### src/rtl/bl_mux_sequencer.sv
`default_nettype none
// ============================================================================
// Module : bl_mux_sequencer
// Brief  : Scans a channel range for the BL_MUX decoder. Each channel gets
//          settle, dwell and sample phases, then a break-before-make gap.
// Rev    : 1.0  initial release
// ============================================================================
module bl_mux_sequencer #(
  parameter int SETTLE_CYCLES = 4,
  parameter int DWELL_CYCLES  = 16,
  parameter int BREAK_CYCLES  = 2,
  parameter int CNT_W         = 8
) (
  input  logic       clk,
  input  logic       rst_n,
  input  logic       start,
  input  logic [2:0] ch_first,
  input  logic [2:0] ch_last,
  input  logic       continuous,
  input  logic       abort,
  input  logic       sample_ack,
  output logic [3:0] control_signal,
  output logic       sample_req,
  output logic [2:0] cur_ch,
  output logic       busy,
  output logic       done
);

  typedef enum logic [2:0] {
    S_IDLE   = 3'd0,
    S_SETUP  = 3'd1,
    S_ACTIVE = 3'd2,
    S_SAMPLE = 3'd3,
    S_BREAK  = 3'd4,
    S_ABORT  = 3'd5
  } state_t;

  localparam logic [CNT_W-1:0] c_settle_last = CNT_W'(SETTLE_CYCLES - 1);
  localparam logic [CNT_W-1:0] c_dwell_last  = CNT_W'(DWELL_CYCLES - 1);
  localparam logic [CNT_W-1:0] c_break_last  = CNT_W'(BREAK_CYCLES - 1);

  state_t           r_state, w_state_nxt;
  logic [CNT_W-1:0] r_cnt, w_cnt_nxt;
  logic [2:0]       r_first, w_first_nxt;
  logic [2:0]       r_last, w_last_nxt;
  logic [2:0]       r_ch, w_ch_nxt;
  logic             r_cont, w_cont_nxt;
  logic             r_en, w_en_nxt;
  logic             r_req, w_req_nxt;
  logic             r_busy, w_busy_nxt;
  logic             r_done, w_done_nxt;

  always_ff @(posedge clk or negedge rst_n) begin
    if (!rst_n) begin
      r_state <= S_IDLE;
      r_cnt   <= '0;
      r_first <= 3'd0;
      r_last  <= 3'd0;
      r_ch    <= 3'd0;
      r_cont  <= 1'b0;
      r_en    <= 1'b0;
      r_req   <= 1'b0;
      r_busy  <= 1'b0;
      r_done  <= 1'b0;
    end else begin
      r_state <= w_state_nxt;
      r_cnt   <= w_cnt_nxt;
      r_first <= w_first_nxt;
      r_last  <= w_last_nxt;
      r_ch    <= w_ch_nxt;
      r_cont  <= w_cont_nxt;
      r_en    <= w_en_nxt;
      r_req   <= w_req_nxt;
      r_busy  <= w_busy_nxt;
      r_done  <= w_done_nxt;
    end
  end

  // Every transition that moves the address also has EN low on both sides.
  always_comb begin
    w_state_nxt = r_state;
    w_cnt_nxt   = r_cnt + 1'b1;
    w_first_nxt = r_first;
    w_last_nxt  = r_last;
    w_ch_nxt    = r_ch;
    w_cont_nxt  = r_cont;
    w_en_nxt    = r_en;
    w_req_nxt   = r_req;
    w_busy_nxt  = r_busy;
    w_done_nxt  = 1'b0;

    if (abort && r_state != S_IDLE && r_state != S_ABORT) begin
      w_state_nxt = S_ABORT;
      w_cnt_nxt   = '0;
      w_en_nxt    = 1'b0;
      w_req_nxt   = 1'b0;
    end else begin
      case (r_state)
        S_IDLE: begin
          w_cnt_nxt = '0;
          if (start) begin
            w_first_nxt = ch_first;
            w_last_nxt  = ch_last;
            w_cont_nxt  = continuous;
            w_ch_nxt    = ch_first;
            w_en_nxt    = 1'b0;
            w_busy_nxt  = 1'b1;
            w_state_nxt = S_SETUP;
          end
        end
        S_SETUP: begin
          if (r_cnt == c_settle_last) begin
            w_cnt_nxt   = '0;
            w_en_nxt    = 1'b1;
            w_state_nxt = S_ACTIVE;
          end
        end
        S_ACTIVE: begin
          if (r_cnt == c_dwell_last) begin
            w_cnt_nxt   = '0;
            w_req_nxt   = 1'b1;
            w_state_nxt = S_SAMPLE;
          end
        end
        S_SAMPLE: begin
          w_cnt_nxt = r_cnt;
          if (sample_ack) begin
            w_cnt_nxt   = '0;
            w_req_nxt   = 1'b0;
            w_en_nxt    = 1'b0;
            w_state_nxt = S_BREAK;
          end
        end
        S_BREAK: begin
          if (r_cnt == c_break_last) begin
            w_cnt_nxt = '0;
            if (r_ch != r_last) begin
              w_ch_nxt    = r_ch + 3'd1;
              w_state_nxt = S_SETUP;
            end else if (r_cont) begin
              w_ch_nxt    = r_first;
              w_state_nxt = S_SETUP;
            end else begin
              w_ch_nxt    = 3'd0;
              w_busy_nxt  = 1'b0;
              w_done_nxt  = 1'b1;
              w_state_nxt = S_IDLE;
            end
          end
        end
        S_ABORT: begin
          w_cnt_nxt   = '0;
          w_ch_nxt    = 3'd0;
          w_en_nxt    = 1'b0;
          w_req_nxt   = 1'b0;
          w_busy_nxt  = 1'b0;
          w_state_nxt = S_IDLE;
        end
        default: begin
          w_cnt_nxt   = '0;
          w_ch_nxt    = 3'd0;
          w_en_nxt    = 1'b0;
          w_req_nxt   = 1'b0;
          w_busy_nxt  = 1'b0;
          w_state_nxt = S_IDLE;
        end
      endcase
    end
  end

  assign control_signal = {r_en, r_ch};
  assign cur_ch         = r_ch;
  assign sample_req     = r_req;
  assign busy           = r_busy;
  assign done           = r_done;

endmodule
`default_nettype wire

### config.mk
export PLATFORM = sky130hd
export DESIGN_NAME = bl_mux_sequencer
export DESIGN_NICKNAME = d
export VERILOG_FILES = /design/src/rtl/bl_mux_sequencer.sv
export SDC_FILE = /design/constraint.sdc
export NUM_CORES = 1
export LEC_CHECK = 0
export BUFFER_PORTS_ARGS = -buffer_cell sky130_fd_sc_hd__buf_2
export CAP_MARGIN = 20
export CORE_ASPECT_RATIO = 1.2
export CORE_UTILIZATION = 35
export DETAILED_ROUTE_END_ITERATION = 16
export GPL_TIMING_DRIVEN = 1
export PLACE_DENSITY_LB_ADDON = 0.15
export SLEW_MARGIN = 20
export SYNTH_ARGS = -nofsm -noshare
export SYNTH_HDL_FRONTEND = slang
export SYNTH_SLANG_ARGS = --single-unit
### constraint.sdc
create_clock -name clk -period 2.1 [get_ports clk]
set_input_delay 0.21 -clock clk [delete_from_list [all_inputs] [get_ports clk]]
set_output_delay 0.21 -clock clk [all_outputs]
set_load 0.01 [all_outputs]
==> metrics.txt, run 1 <==
first-pass detailed-route iteration total 4; number of global-route vias before repair 1417; crit-path cells ha_1 > or3b_2 > or3_4 > a311oi_2 > a211o_1; # port buffers 21; grt ovf 0; TritonCTS clock tree done; n_diodes 0; CP max FO 5; Worst setup EP type flop; register bit total from synthesis 25; final hold vios 0; Die H 76.71 um; crit path kind flop to flop; gp weighted congestion 0.8769; Worst R2R End r_state[1]$_DFFE_PN0P_; worst r2r path cells 5; clk sinks 25; DRC 0; number of synthesized flops with an enable pin 0; die width 64.26 um; post-DR vias/cell 5.630; Cell variety after synth 52; final period utilization 0.9206; CTS clk-pin slew, worst paths 0.09 ns; Setup TNS 0 ns; Stages on worst setup path 5; simple-gate share of the synthesized area 0.1691; Critical Path End r_state[1]$_DFFE_PN0P_; largest family of logic cells by synthesized area compound AO/OA/AOI/OAI gates; largest net degree at the start of global routing 26; initial antenna violation count 0; CP required 2.32 ns; slew at the pin closest to its max-slew limit 0.5898 ns; clk_lat worst skew 0.28 ns; final setup fails 0; ys async rst share 1.000; share of synthesized area spent on multiplexers 0.06149; Synth Flop Type dfrtp_1; Synth top area share 0.3843; I/O pin cnt 22; Buf/Inv on CP 0; Worst slew margin 0.6068; Final ANT Viol Nets 0; Worst VDD drop 0.6438 mV; outcome completed; drt wl/cell 16.39 um; area delta synth->final 19.37%; synthesized area 1628 sq um; Row Count 26; H-tree Lvls 1; DPL Wire Length 3163 um; internal power 0.001382 W; top cells by count, synth 25 x dfrtp_1, 13 x nand2_1, 10 x a21oi_1, 8 x mux2_2, 8 x o21ai_0; most frequent cell after synthesis dfrtp_1; adder-cell share of the synthesized area 0.02921; Slowest-stage cell, CP or3b_2; syn_area_per_cell 9.689 sq um; DR vias 1430; Max clock buf depth 2; register area share after synthesis 0.3843; CTS root buf clkbuf_8; combinational share of power 0.546; Switch Pwr 0.001006 W; total power 0.002388 W; Core ar. 4359 sq um; Final Skew 0.003689 ns; fin crit period 1.933 ns; Final nets 214; reg-to-reg slack, setup 0.17 ns; Sw Ratio 0.4211; total CTS buffers 3; f_max 0.5173 GHz; Mapped Cells 168; unrepaired setup endpoints after global routing false; Max Cap Viol 0; CP startpoint r_cnt[0]$_DFFE_PN0P_; Syn. warnings 0; Post-Synth XOR/XNOR Area 0.05919; global-route wire length before repair 6858 um; part of the power in registers 0.330; clock network fraction of total power 0.124; Leakage 0.8240 nW; CP arrival 2.16 ns; max-slew violations 0; Synth Net Count 183; Initial Util 0.3734; Startpoint Class flop; Die Area 4929 sq um; ranking of synthesized cells by area dfrtp_1 38%, mux2_2 5.5%, xnor2_1 3.8%; PD cells 1229 nW/um^2; Max stage delay on crit path 0.48 ns; layout cell share with drive strength beyond 1 0.3030; worst hold-check path type input port to flop; Worst R2R Start r_cnt[0]$_DFFE_PN0P_; largest area contributor in the synthesized netlist dfrtp_1; cell family with most CP delay simple AND/OR/NAND/NOR gates; Compound-Gate Fraction of Synth Area 0.2414; Post-CTS Setup Bufs 0; DRT iter0 DRCs 75; Post-Route WL 4162 um; GRT Total Usage 0.1792
-- final cells by class --
cell class	count	area, sq um
well taps	56	70.07
repair buffers	39	255.2
flip-flops and latches	25	625.6
fillers	454	2416
multi-input cells	124	923.4
clock buffers	3	41.29
inverters	6	22.52
clock inverters	1	5.005
-- cells in the final DEF, fill, tap and decap left out, types with 6 or more instances in the layout --
| master | netlist | final |
|---|---|---|
| dfrtp_1 | 25 | 25 |
| buf_4 | 4 | 16 |
| o21ai_0 | 8 | 8 |
| a21oi_1 | 10 | 10 |
| inv_1 | 6 | 6 |
| buf_2 | 3 | 21 |
| xnor2_1 | 7 | 7 |
| nand2_1 | 13 | 13 |
| mux2_2 | 8 | 8 |
-- state kept, by name, summed over array words and instances (netlist names) --
signal      count
r_cnt           8
cur_ch          3
r_first         3
r_last          3
r_state         3
busy            1
done            1
r_cont          1
r_en            1
sample_req      1
-- how the worst min path moves through the flow --
stage	start	cells past startpoint	end
2_1_floorplan	rst_n	0	busy$_DFFE_PN0P_
3_3_place_gp	rst_n	1	r_cnt[2]$_DFFE_PN0P_
3_5_place_dp	rst_n	1	r_cnt[0]$_DFFE_PN0P_
4_1_cts	ch_last[1]	2	r_last[1]$_DFFE_PN0P_
5_1_grt	ch_last[1]	2	r_last[1]$_DFFE_PN0P_
6_report	ch_last[1]	2	r_last[1]$_DFFE_PN0P_
-- power by group through the flow --
| stage | clock network [W] | registers (W) | logic [W] |
|---|---|---|---|
| final | 0.000297 | 0.000787 | 0.00130 |
| after global routing | 0.000330 | 0.000806 | 0.00145 |
| after CTS | 0.000305 | 0.000788 | 0.00131 |
| after detailed placement | 0 | 0.000797 | 0.00130 |
| after global placement | 0 | 0.000791 | 0.00128 |
| after floorplan | 0 | 0.000771 | 0.000909 |
-- through the flow --
step | instances | setup slack [ns] | util | area (sq um) | hold slack (ns)
2_1_floorplan | 168 | 0.2875 | - | 1628 | -0.08559
3_5_place_dp | 249 | 0.1416 | 0.4303 | 1876 | 0.2521
4_1_cts | 254 | 0.1343 | 0.4432 | 1932 | 0.1599
5_1_grt | 254 | 0.07625 | 0.4458 | 1943 | 0.1557
6_report | 254 | 0.1667 | 0.4458 | 1943 | 0.1598
3_3_place_gp | 249 | 0.1983 | 0.4303 | 1876 | 0.2430
-- cells by family after synthesis --
group,after synthesis
xor+xnor,11
simple gates,47
buf+inv,19
fa+ha+maj,4
flops,25
compound gates,53
mux,9
-- metal layers --
| metal | wire (um) | part of all wire | GRT usage | vias to the layer above |
|---|---|---|---|---|
| met2 | 2228 | 0.54 | 0.3253 | 29 |
| li1 | - | - | - | 693 |
| met3 | 104 | 0.025 | 0.02679 | 7 |
| met1 | 1757 | 0.42 | 0.2101 | 701 |
| met5 | 0 | 0 | 0 | - |
| met4 | 72 | 0.017 | 0.06000 | 0 |
-- what timing repair did --
action                                 CTS  global route
setup endpoints to repair                0             1
hold buffers                             1             0
endpoints found under the hold margin   25             0
resized for setup                        0             2
No activity file was read; power rests on OpenSTA's default activity.
==> inputs of run 2 (changes only) <==
==> constraint.sdc (replaced) <==
create_clock -name clk -period 2.37 [get_ports clk]
set_input_delay 0.237 -clock clk [delete_from_list [all_inputs] [get_ports clk]]
set_output_delay 0.237 -clock clk [all_outputs]
set_load 0.01 [all_outputs]
==> run 2 against run 1 <==
Net effect: worst hold slack better by 0.035 ns; power shrank 16%; critical path depth is 1 lower; sequential power shrank 3.6%; largest power group unchanged.
==> metrics.txt, run 2 (synthesis gave the netlist of run 1 again) <==
crit-path cells or3b_2 > a21oi_4 > a21oi_1 > mux2_2; Final nets 204; Hold Path Cell Cnt 2; final hold vios 0; Post-Route WL 3882 um; Core ar. 4359 sq um; outcome completed; GRT Total Usage 0.1650; CTS root buf clkbuf_8; Max clock buf depth 2; register area 625.6 sq um; Worst setup EP type flop; area delta synth->final 13.22%; grt ovf 0; Post-CTS Setup Bufs 0; DRC 0; crit path kind flop to flop; unrepaired setup endpoints after global routing false; global-route wire length before repair 6423 um; largest net degree at the start of global routing 26; cell family with most CP delay flip-flops; number of global-route vias before repair 1365; Worst slew margin 0.6130; worst slack, placed 0.3447 ns; Initial Util 0.3734; DRT iter0 DRCs 79; CP max FO 18; Row Count 26; Final ANT Viol Nets 0; Buf/Inv on CP 0; Largest register FFs 8; n_diodes 0; Setup TNS 0 ns; most frequent cells in the layout 25 x dfrtp_1, 21 x buf_2, 13 x nand2_1; placed cell count 239; fin crit period 2.061 ns; reg-to-reg slack, setup 0.31 ns; commonest non-fill, non-tap cell in the layout dfrtp_1; Worst VDD drop 0.5265 mV; largest reg by FF count r_cnt; Worst R2R Start r_state[2]$_DFFE_PN0P_; # port buffers 21; H-tree Lvls 1; Fill cells 466; worst hold start ch_last[0]; DPL Wire Length 2880 um; PD cells 1090 nW/um^2; Non-Filler Instances 244; Fin Hold WS 0.1949 ns; die width 64.26 um; Max Cap Viol 0; max-slew violations 0; Finished Cell Area 1843 sq um; Post-Place Cell Area 1788 sq um; worst hold-check path type input port to flop; post-DR vias/cell 5.750; CTS clk-pin slew, worst paths 0.09 ns; I/O pin cnt 22; TritonCTS clock tree done; Slowest-stage cell, CP dfrtp_1; Die H 76.71 um; CTS Hold Buffers Added 1; final setup fails 0; WHS Endpoint r_last[0]$_DFFE_PN0P_; final period utilization 0.8694; DR vias 1403; Worst R2R End cur_ch[2]$_DFFE_PN0P_; Leakage 0.7638 nW; clk_lat worst skew 0.27 ns; clk sinks 25; post_cts resized 0; CP arrival 2.22 ns; total CTS buffers 3; slew at the pin closest to its max-slew limit 0.5805 ns; Die Area 4929 sq um; Max stage delay on crit path 0.68 ns; setup ws final 0.3094 ns; worst r2r path cells 4; f_max 0.4853 GHz; layout cell share with drive strength beyond 1 0.2500; first-pass detailed-route iteration total 4; Final Skew 0.002992 ns; CP required 2.53 ns; Startpoint Class flop; multi-input gate area in the final layout 912.1 sq um; gp weighted congestion 0.8660; initial antenna violation count 0; drt wl/cell 15.91 um
[run 2: cell count changes in the layout (fill, tap and decap cells not counted), sizes merged]
cell    delta
buf       -10
clkinv     -1
clkbuf     +1
[run 2: cell type report]
type	count	area share
multi-input cells	124	0.4949
inverters	6	0.01222
well taps	56	0.03802
flip-flops and latches	25	0.3394
repair buffers	29	0.09097
clock buffers	4	0.02444
[run 2: power by group]
| group | leakage [nW] | switching [W] | internal [W] |
|---|---|---|---|
| clock network | 0.0228 | 0.000135 | 0.000120 |
| registers | 0.323 | 0.000206 | 0.000553 |
| logic | 0.418 | 0.000514 | 0.000481 |
| total | 0.764 | 0.000855 | 0.00115 |
[run 2: worst max-delay path by stage]
stage	from	to	slack [ns]	depth (start not counted)
final	r_state[2]$_DFFE_PN0P_	cur_ch[2]$_DFFE_PN0P_	0.31	4
after global routing	r_state[2]$_DFFE_PN0P_	cur_ch[2]$_DFFE_PN0P_	0.16	4
after CTS	r_state[2]$_DFFE_PN0P_	cur_ch[2]$_DFFE_PN0P_	0.33	4
after detailed placement	r_state[2]$_DFFE_PN0P_	cur_ch[2]$_DFFE_PN0P_	0.34	4
after global placement	r_state[2]$_DFFE_PN0P_	cur_ch[2]$_DFFE_PN0P_	0.36	4
after floorplan	r_cnt[1]$_DFFE_PN0P_	cur_ch[2]$_DFFE_PN0P_	0.56	6
[run 2: metrics by stage]
step / power (W) / util
after global placement: 0.001745 / 0.4102
after detailed placement: 0.001766 / 0.4102
after CTS: 0.002032 / 0.4228
final: 0.002009 / 0.4228
after floorplan: 0.001489 / -
after global routing: 0.002170 / 0.4228
[run 2: routing by layer]
| layer | up-vias | global-route usage | wire length (um) |
|---|---|---|---|
| met5 | - | 0 | 0 |
| met4 | 0 | 0.07111 | 78 |
| met3 | 8 | 0.02232 | 107 |
| met2 | 29 | 0.2905 | 2055 |
| met1 | 692 | 0.1963 | 1641 |
| li1 | 674 | - | - |
==> inputs of run 3 (changes only) <==
--- a/config.mk
+++ b/config.mk
@@ -9,6 +9,7 @@
 export CAP_MARGIN = 20
 export CORE_ASPECT_RATIO = 1.2
 export CORE_UTILIZATION = 35
+export CTS_BUF_LIST = sky130_fd_sc_hd__clkbuf_8
 export DETAILED_ROUTE_END_ITERATION = 16
 export GPL_TIMING_DRIVEN = 1
 export PLACE_DENSITY_LB_ADDON = 0.15
==> run 3 against run 2 <==
Net effect: utilization did not move; count of clock-buffer cells in the layout down 1; clock skew is 0.00052 ns lower; critical path type unchanged; worst setup slack improved by 0.00067 ns; sequential cell count stayed put; design area is the same.
==> metrics.txt, run 3 (synthesis gave the netlist of run 1 again) <==
outcome completed; most frequent cells in the layout 25 x dfrtp_1, 21 x buf_2, 13 x nand2_1; CP required 2.53 ns; commonest non-fill, non-tap cell in the layout dfrtp_1; Worst setup EP type flop; clk_lat worst skew 0.27 ns; Initial Util 0.3734; max-slew violations 0; DPL Wire Length 2880 um; Die Area 4929 sq um; fin crit period 2.060 ns; PD cells 1088 nW/um^2; Row Count 26; Fin Hold WS 0.1943 ns; met1 Usage GRT 0.1963; gp weighted congestion 0.8660; crit path kind flop to flop; Max Cap Viol 0; GRT Total Usage 0.1650; Core ar. 4359 sq um; drt wl/cell 15.91 um; I/O pin cnt 22; total power 0.002006 W; final hold vios 0; CTS root buf clkbuf_8; total CTS buffers 3; largest net degree at the start of global routing 26; Max clock buf depth 2; Startpoint Class flop; H-tree Lvls 1; grt ovf 0; Worst slew margin 0.6130; CP arrival 2.22 ns; global-route wire length before repair 6423 um; Worst VDD drop 0.5263 mV; Leakage 0.7680 nW; Final ANT Viol Nets 0; n_diodes 0; Die H 76.71 um; TritonCTS clock tree done; largest reg by FF count r_cnt; Largest register FFs 8; initial antenna violation count 0; CP max FO 18; gr busiest metal met2; worst hold-check path type input port to flop; area delta synth->final 13.22%; Final nets 204; Post-Route WL 3882 um; clk sinks 25; Non-Filler Instances 244; # port buffers 21; post_cts resized 0; first-pass detailed-route iteration total 4; DR vias 1403; met3 usage 0.02232; slew at the pin closest to its max-slew limit 0.5805 ns; Setup TNS 0 ns; CTS clk-pin slew, worst paths 0.09 ns; DRT iter0 DRCs 79; Post-CTS Setup Bufs 0; post-DR vias/cell 5.750; met2 Usage GRT 0.2905; Final Skew 0.002474 ns; die width 64.26 um; final setup fails 0; final period utilization 0.8692; DRC 0; fin util 0.4228; layout cell share with drive strength beyond 1 0.2500; placed cell count 239; f_max 0.4855 GHz; number of global-route vias before repair 1365; unrepaired setup endpoints after global routing false
## run 3: path summary, 6_finish.rpt
kind	startpoint	endpoint	slack [ns]	cells past startpoint
worst max-delay path	r_state[2]$_DFFE_PN0P_	cur_ch[2]$_DFFE_PN0P_	0.31	4
worst min-delay path	ch_last[0]	r_last[0]$_DFFE_PN0P_	0.19	2
worst max register to register	r_state[2]$_DFFE_PN0P_	cur_ch[2]$_DFFE_PN0P_	0.31	4
worst min register to register	sample_req$_DFFE_PN0P_	sample_req$_DFFE_PN0P_	0.51	1
max in group asynchronous	rst_n	r_first[1]$_DFFE_PN0P_	1.49	2
min in group asynchronous	rst_n	r_cnt[1]$_DFFE_PN0P_	0.51	2
## run 3: per-stage QoR
step	worst slack (ns)	area (sq um)
2_1_floorplan	0.5575	1628
3_3_place_gp	0.3640	1788
3_5_place_dp	0.3447	1788
4_1_cts	0.3292	1843
5_1_grt	0.1567	1843
6_report	0.3101	1843
## run 3: power breakdown
| group | internal, W | switching [W] | leakage [nW] |
|---|---|---|---|
| clock | 0.000116 | 0.000135 | 0.0269 |
| sequential | 0.000553 | 0.000206 | 0.323 |
| combinational | 0.000481 | 0.000514 | 0.418 |
## run 3: critical path, cell delays in order (launching register included)
cell	delay, ns
dfrtp_1	0.68
or3b_2	0.57
a21oi_4	0.27
a21oi_1	0.14
mux2_2	0.29
## run 3: metal layers
layer,up-vias,wire length [um]
met5,-,0
met4,0,78
met3,8,107
met2,29,2054
met1,692,1642
li1,674,-
## run 3: what timing repair did
item / 4_1_cts / 5_1_grt
endpoints found under the hold margin: 25 / 0
hold buffers: 1 / 0
endpoints found under the setup margin: 0 / 0
## run 3: layout make-up
cell class / instances / area, sq um
inverters: 6 / 22.52
fillers: 466 / 2516
flip-flops and latches: 25 / 625.6
repair buffers: 29 / 167.7
clock buffers: 3 / 41.29
clock inverters: 1 / 3.754
well taps: 56 / 70.07
multi-input cells: 124 / 912.1
